==> config.mk <==
export PLATFORM = sky130hd
export DESIGN_NAME = conv_result_serializer
export DESIGN_NICKNAME = d
export VERILOG_FILES = /design/src/rtl/conv_result_serializer.sv
export SDC_FILE = /design/constraint.sdc
export NUM_CORES = 2
export LEC_CHECK = 0
export CELL_PAD_IN_SITES_DETAIL_PLACEMENT = 1
export CELL_PAD_IN_SITES_GLOBAL_PLACEMENT = 2
export CORE_MARGIN = 4
export CORE_UTILIZATION = 40
export DETAILED_ROUTE_END_ITERATION = 10
export GPL_ROUTABILITY_DRIVEN = 0
export PLACE_DENSITY_LB_ADDON = 0.1
export SLEW_MARGIN = 20
export SYNTH_ARGS = -nofsm -noshare
export SYNTH_HDL_FRONTEND = slang
export SYNTH_SLANG_ARGS = --single-unit
==> constraint.sdc <==
create_clock -name iClk -period 32.8 [get_ports iClk]
set_input_delay 6.56 -clock iClk [delete_from_list [all_inputs] [get_ports iClk]]
set_output_delay 6.56 -clock iClk [all_outputs]
set_load 0.02 [all_outputs]
==> src/rtl/conv_result_serializer.sv <==
// Serializes 4-channel conv result groups into a tagged word stream.
// Each group {mask, data0..3} is buffered in a FIFO, then emitted one set
// channel per word, ascending, with oLast on the group's highest channel.
// Storage capacity is DEPTH groups in total, counting the group currently
// being emitted; groups arriving while that capacity is used are dropped
// and counted.
//
//   state | meaning
//   IDLE  | no word presented, waiting for a stored group
//   SEND  | oData/oChan/oLast valid, waiting for iReady
module conv_result_serializer #(
    parameter int ACCW  = 32,
    parameter int DEPTH = 16,
    parameter int CNTW  = 16
) (
    input  logic                      iClk,
    input  logic                      iRst,
    input  logic [3:0]                iValid4,
    input  logic [ACCW-1:0]           iData0,
    input  logic [ACCW-1:0]           iData1,
    input  logic [ACCW-1:0]           iData2,
    input  logic [ACCW-1:0]           iData3,
    output logic [ACCW-1:0]           oData,
    output logic [1:0]                oChan,
    output logic                      oLast,
    output logic                      oValid,
    input  logic                      iReady,
    output logic [$clog2(DEPTH):0]    oLevel,
    output logic                      oOverflow,
    output logic [CNTW-1:0]           oDropCnt
);

    localparam int AW = $clog2(DEPTH);
    localparam int EW = 4 * ACCW + 4;
    localparam logic [AW:0] FULL_LVL = (AW + 1)'(DEPTH);

    typedef enum logic {IDLE, SEND} state_t;

    logic [EW-1:0]              mem_q [DEPTH];
    logic [AW-1:0]              wr_ptr_q, rd_ptr_q;
    logic [AW:0]                cnt_q;
    state_t                     state_q;
    logic [3:0]                 rem_q;
    logic [3:0][ACCW-1:0]       grp_q;
    logic [ACCW-1:0]            data_q;
    logic [1:0]                 chan_q;
    logic                       last_q, valid_q, ovf_q;
    logic [CNTW-1:0]            drop_q;

    logic [EW-1:0]              head;
    logic [3:0]                 head_mask;
    logic [3:0][ACCW-1:0]       head_data;
    logic [AW:0]                occ;
    logic                       full, push, drop, accept, pop, load_word;
    logic [3:0]                 src_mask, sel_rest;
    logic [3:0][ACCW-1:0]       src_data;
    logic [1:0]                 sel;

    function automatic logic [1:0] low_idx(input logic [3:0] m);
        if (m[0])      return 2'd0;
        else if (m[1]) return 2'd1;
        else if (m[2]) return 2'd2;
        else           return 2'd3;
    endfunction

    // Capture/drop decision, pop request and next-word selection.
    always_comb begin
        head      = mem_q[rd_ptr_q];
        head_mask = head[4*ACCW +: 4];
        head_data = head[4*ACCW-1:0];
        occ       = cnt_q + (AW + 1)'(state_q == SEND);
        full      = (occ == FULL_LVL);
        push      = (iValid4 != 4'b0) && !full;
        drop      = (iValid4 != 4'b0) && full;
        accept    = valid_q && iReady;
        pop       = (cnt_q != '0) &&
                    ((state_q == IDLE) || (accept && rem_q == 4'b0));
        load_word = pop || (accept && rem_q != 4'b0);
        src_mask  = pop ? head_mask : rem_q;
        src_data  = pop ? head_data : grp_q;
        sel       = low_idx(src_mask);
        sel_rest  = src_mask & ~(4'b0001 << sel);
    end

    // Group storage array; written on push only.
    always_ff @(posedge iClk) begin
        if (push) mem_q[wr_ptr_q] <= {iValid4, iData3, iData2, iData1, iData0};
    end

    // FIFO pointers, level and drop bookkeeping.
    always_ff @(posedge iClk or posedge iRst) begin
        if (iRst) begin
            wr_ptr_q <= '0;
            rd_ptr_q <= '0;
            cnt_q    <= '0;
            ovf_q    <= 1'b0;
            drop_q   <= '0;
        end else begin
            if (push) wr_ptr_q <= wr_ptr_q + AW'(1);
            if (pop)  rd_ptr_q <= rd_ptr_q + AW'(1);
            if (push && !pop)      cnt_q <= cnt_q + (AW + 1)'(1);
            else if (pop && !push) cnt_q <= cnt_q - (AW + 1)'(1);
            if (drop) begin
                ovf_q <= 1'b1;
                if (drop_q != '1) drop_q <= drop_q + CNTW'(1);
            end
        end
    end

    // Output stage FSM with registered word outputs.
    always_ff @(posedge iClk or posedge iRst) begin
        if (iRst) begin
            state_q <= IDLE;
            rem_q   <= 4'b0;
            grp_q   <= '0;
            data_q  <= '0;
            chan_q  <= 2'd0;
            last_q  <= 1'b0;
            valid_q <= 1'b0;
        end else begin
            if (load_word) begin
                if (pop) grp_q <= head_data;
                data_q  <= src_data[sel];
                chan_q  <= sel;
                last_q  <= (sel_rest == 4'b0);
                rem_q   <= sel_rest;
                valid_q <= 1'b1;
                state_q <= SEND;
            end else if (accept) begin
                valid_q <= 1'b0;
                state_q <= IDLE;
            end
        end
    end

    assign oData     = data_q;
    assign oChan     = chan_q;
    assign oLast     = last_q;
    assign oValid    = valid_q;
    assign oLevel    = cnt_q;
    assign oOverflow = ovf_q;
    assign oDropCnt  = drop_q;

endmodule
[Yosys cells after proc, flatten, opt, wreduce, memory -nomap -nowiden]
Memory sizes are Yosys's and may differ from the RTL's.
Cells that the tools add are included.
Word-level totals
  flip-flop bits (word level): 198
  memory bits (writable): 2112
  bits of input ports: 135
  output and inout bits: 58
  logic and storage cells: 62
  memories kept: 1
Memories
  mem_q: words 16, width 132, read ports 1, clocked after memory_dff 0, write ports 1, line 39  | logic [EW-1:0] mem_q [DEPTH];
Cells by class
  $add $sub $neg: 6
  magnitude comparators: 1
  eq/ne operators: 2
  shift-type cells: 1
  muxes and demuxes: 13
  bitwise logic cells: 3
  reductions and logical operators: 21
Operators with widths (number)
  $mux 128: 1
  $bmux 32 s2: 1
  $mux 32: 1
  $add 16x1->16 const B: 1
  $ne 16x16->1 const B: 1
  $mux 5: 2
  $add 4x1->4 const B: 2
  $logic_and 1x1->1: 8
  $logic_not 4->1: 2
  $reduce_bool 4->1: 2
  $add 5x1->5: 1
  $add 5x1->5 const B: 1
  $eq 5x5->1 const B: 1
  $mux 1: 5
  $reduce_bool 5->1: 1
  $sub 5x1->5 const B: 1
  $and 4x4->4: 1
  $mux 2: 2
  $mux 4: 1
  $not 4->4: 1
  $reduce_bool 2->1: 2
  $shl 1x2->4 const A: 1
  $logic_not 1->1: 3
  $lt 2x3->1 const B: 1
  3 further kinds: 4

[Logic depth before layout (Yosys ltp)]
  word-level depth: 12
  depth in mapped cells: 16
  gate-level depth less buffers: 14

[Worst setup path before layout]
Ideal clock, no wire load.
  kind: input to register
  start point: input iValid4[0]
  end point: memory mem_q[3][0] (netlist name), enable pin
  setup time: 0.784 ns
  arrival time: 16.094 ns
  required time: 32.016 ns
  slack: 15.922 ns
  stages: 4
  buffers on the path: 0
  cells stage by stage: nor4_1 nor2_1 nand2_1 nor3_1
Between the ends
  cells in the longest elaborated chain, start to end: 4
RTL lines
  from (decl): line 18  | input logic [3:0] iValid4,
  $reduce_bool 4->1: line 73  | push = (iValid4 != 4'b0) && !full;
  $logic_and 1x1->1: line 73
  named net push: line 54  | logic full, push, drop, accept, pop, load_word;
  $mux 1: line 87  | if (push) mem_q[wr_ptr_q] <= {iValid4, iData3, iData2, iData1, iData0};
  $mux 1 (not written as such): line 87
  to (decl): line 39
The timed path passes the listed nets, and every way through them passes these cells.

[Worst setup path in the final report]
  start point: input iValid4[0]
  end point: memory mem_q[14][85] (netlist name), enable pin
Same word-level chain as after synthesis.

==> results.ini <==
[outcome]
status = finished clean

[synthesis]
ys_ff_latch = 2310
async_flop_share = 0.08571
synth_seq_area_share = 0.7784
netlist_area_um2 = 87840
synth_fp_nets = 4141
synth-main-ff-cell = edfxtp_1
synth.distinct_cells = 60
syn_inst = 3992
yosysWarningCount = 0
synth_edf_count = 2112
avgSynthCellArea_um2 = 22.00

[worst_setup_path]
crit_path_end_kind = flop
reg2reg_depth = 8
cpPeakStageDelay_ns = 0.96
path_class = in2reg
path_delay_family = buffers and inverters
crit_cells = 7
cp_max_fo = 45
path_buf_inv = 3
crit_chain = clkdlybuf4s50_1 -> nor4_1 -> nor2_1 -> nand2_1 -> nor2_4 -> buf_4 -> buf_4
critical_path_arrival_ns = 11.09
slowest_stage = clkdlybuf4s50_1
startpoint_type = primary input
critPathRequiredTime_ns = 33.31
crit_top_cell = buf_4

[cts]
postCtsSetupBuffers = 0
clock-sinks = 2310
cts.clk_slew.worst_paths_ns = 0.06
clock-root-buffer = clkbuf_16
clk_latency_ns = 0.92
h-tree-depth = 5
ctsLongestPathBuffers = 4
tritoncts = yes
numCtsBuffers = 274
cts_resized = 0
cts_hold_buffers = 0

[route]
ant_nets = 0
vias = 42380
first_iter_violations = 3942
wl_per_cell_um = 32.76
dr.pass1.iters = 5
drc = 0
finalWirelength_mm = 241.9
vias_per_cell = 5.740

[global_routing]
grt_first_pass_wirelength_mm = 347.0
grt_pass1_vias = 44620
gr-usage-all-layers = 0.2128
antenna_found_initial = 29
grt_max_degree = 116
overflow = 0

[timing]
fin_setup_tns_ns = 0
finalClockSkew_ns = 0.03981
maxSlewViolCount = 0
fin_crit_sh = 0.3228
hold_violations = 0
tightest_slew_ns = 1.220
period_minus_slack_ns = 10.59
worst_hold_slack_ns = 0.4715
max_freq_ghz = 0.09446
maxSlewHeadroom = 0.1867
setup_violations = 0
rsz0062_at_grt = false

[floorplanning]
fp-row-count = 171
fp.dieW_um = 476.6
start_util = 0.4033
core_area_um2 = 217800
die_height_um = 476.6
ios = 193
die_area_um2 = 227200

[cells_and_area]
drive_above_1_share = 0.2358
layout.cells.non_filler = 7383
final_nets = 4480
final_area_um2 = 101600
syn2layout_area_growth_pct = 15.69

[placed_design]
hpwl_mm = 133.6
io_buffer_count = 192
place_inst = 6908
place_area_um2 = 93410

[job]
drv_cap = 0

[hold_path]
hold_class = reg2reg
holdPathStages = 2

[power]
power_leakage_nw = 32.71
p_per_area_nw_per_um2 = 98.23
peakVddDrop_mv = 0.07473

-- registers in the layout (all words and copies together) (netlist names), 2 cells and up --
name and flops:
rem_q 4, mem_q 2112, oChan 2, oLevel 5, oData 32, grp_q 128, rd_ptr_q 4, oDropCnt 16
wr_ptr_q 4
-- cell usage after synthesis, drive strengths merged, types with 6 or more instances --
master | count | share of area
edfxtp | 2112 | 0.72
mux4 | 554 | 0.14
dfrtp | 198 | 0.056
nand2 | 179 | 0.0076
buf | 162 | 0.0098
nor2 | 115 | 0.0051
mux2i | 88 | 0.010
clkbuf | 66 | 0.0028
a221oi | 59 | 0.0062
a21oi | 48 | 0.0027
a211oi | 45 | 0.0039
a22oi | 42 | 0.0036
and2 | 42 | 0.0030
a311oi | 36 | 0.0036
o21ai | 36 | 0.0021
a22o | 31 | 0.0031
xnor2 | 19 | 0.0019
nor2b | 15 | 0.0011
inv | 14 | 0.00060
ha | 13 | 0.0019
o31ai | 11 | 0.0011
a211o | 9 | 0.00090
a31oi | 9 | 0.00064
mux2 | 9 | 0.0012
nand3 | 8 | 0.00046
o221ai | 8 | 0.00080
o22ai | 8 | 0.00057
nor3 | 7 | 0.00040
xor2 | 7 | 0.00070
nand4 | 6 | 0.00043
-- worst reg2reg max path, cell delays in order (launching register included) --
cell	delay [ns]
dfrtp_4	0.94
buf_4	0.91
buf_4	0.92
mux4_2	0.65
a22o_1	0.26
a221oi_1	0.94
o21ai_0	0.32
a22oi_1	0.22
a21oi_1	0.09
-- cells by family (layout without fill, tap and decap cells) --
kind of cell,Yosys count,after routing,synth area share
AO/OA/AOI/OAI,354,354,0.03037
XOR/XNOR,26,26,0.002592
AND/OR/NAND/NOR,395,395,0.01994
multiplexers,651,651,0.1534
flip-flops,2310,2310,0.7784
other,0,12,0
adder cells (fa/ha/maj),14,14,0.002080
buffers and inverters,242,767,0.01323
-- final cells by class --
| cell class | instances | area (um^2) |
|---|---|---|
| Antenna cell | 12 | 30.03 |
| Clock buffer | 358 | 7461 |
| Clock inverter | 104 | 706.9 |
| Fill cell | 19500 | 116200 |
| Inverter | 14 | 72.57 |
| Multi-Input combinational cell | 1440 | 18500 |
| Sequential cell | 2310 | 68390 |
| Tap cell | 2854 | 3571 |
| Timing Repair Buffer | 291 | 2890 |
-- worst paths after layout --
| kind | startpoint | end | slack (ns) |
|---|---|---|---|
| min in group asynchronous | iRst | grp_q[37] | 6.17 |
| max | iValid4[0] | mem_q[14][85] | 22.21 |
| min | grp_q[98] | grp_q[98] | 0.47 |
| min reg2reg | grp_q[98] | grp_q[98] | 0.47 |
| max reg2reg | rd_ptr_q[0] | oData[24] | 27.40 |
| max in group asynchronous | iRst | rd_ptr_q[1] | 24.13 |
-- per-layer routing --
metal | track usage | routed length, um
met5 | 0 | 28
met4 | 0.04774 | 4870
met2 | 0.3428 | 117000
met3 | 0.02979 | 11220
met1 | 0.3106 | 108800
-- layout by cell type (no fill, tap or decap), types with 18 or more instances in the layout --
cell,n
a211oi_1,44
a21oi_1,48
a221oi_1,53
a22o_1,30
a22oi_1,41
a311oi_1,30
and2_1,42
buf_12,18
buf_4,81
clkbuf_1,63
clkbuf_16,281
clkdlybuf4s50_1,192
clkinv_1,48
clkinv_2,41
dfrtp_1,194
edfxtp_1,2112
mux2i_1,87
mux4_2,554
nand2_1,179
nor2_1,100
o21ai_0,28
xnor2_1,19
-- stage by stage --
step,util,setup WS [ns],total power [W]
global route,0.4665,22.01,0.01045
floorplan,-,15.92,0.006070
detailed placement,0.4289,21.10,0.007330
CTS,0.4664,22.07,0.01017
global placement,0.4286,21.10,0.007296
finish,0.4666,22.21,0.009983
-- power by group --
part / total (W) / internal [W] / switching [W]
Combinational: 0.00310 / 0.00118 / 0.00193
Sequential: 0.00407 / 0.00385 / 0.000220
Clock: 0.00281 / 0.00166 / 0.00115
Total: 0.00998 / 0.00669 / 0.00329
No activity file was read; power rests on OpenSTA's default activity.
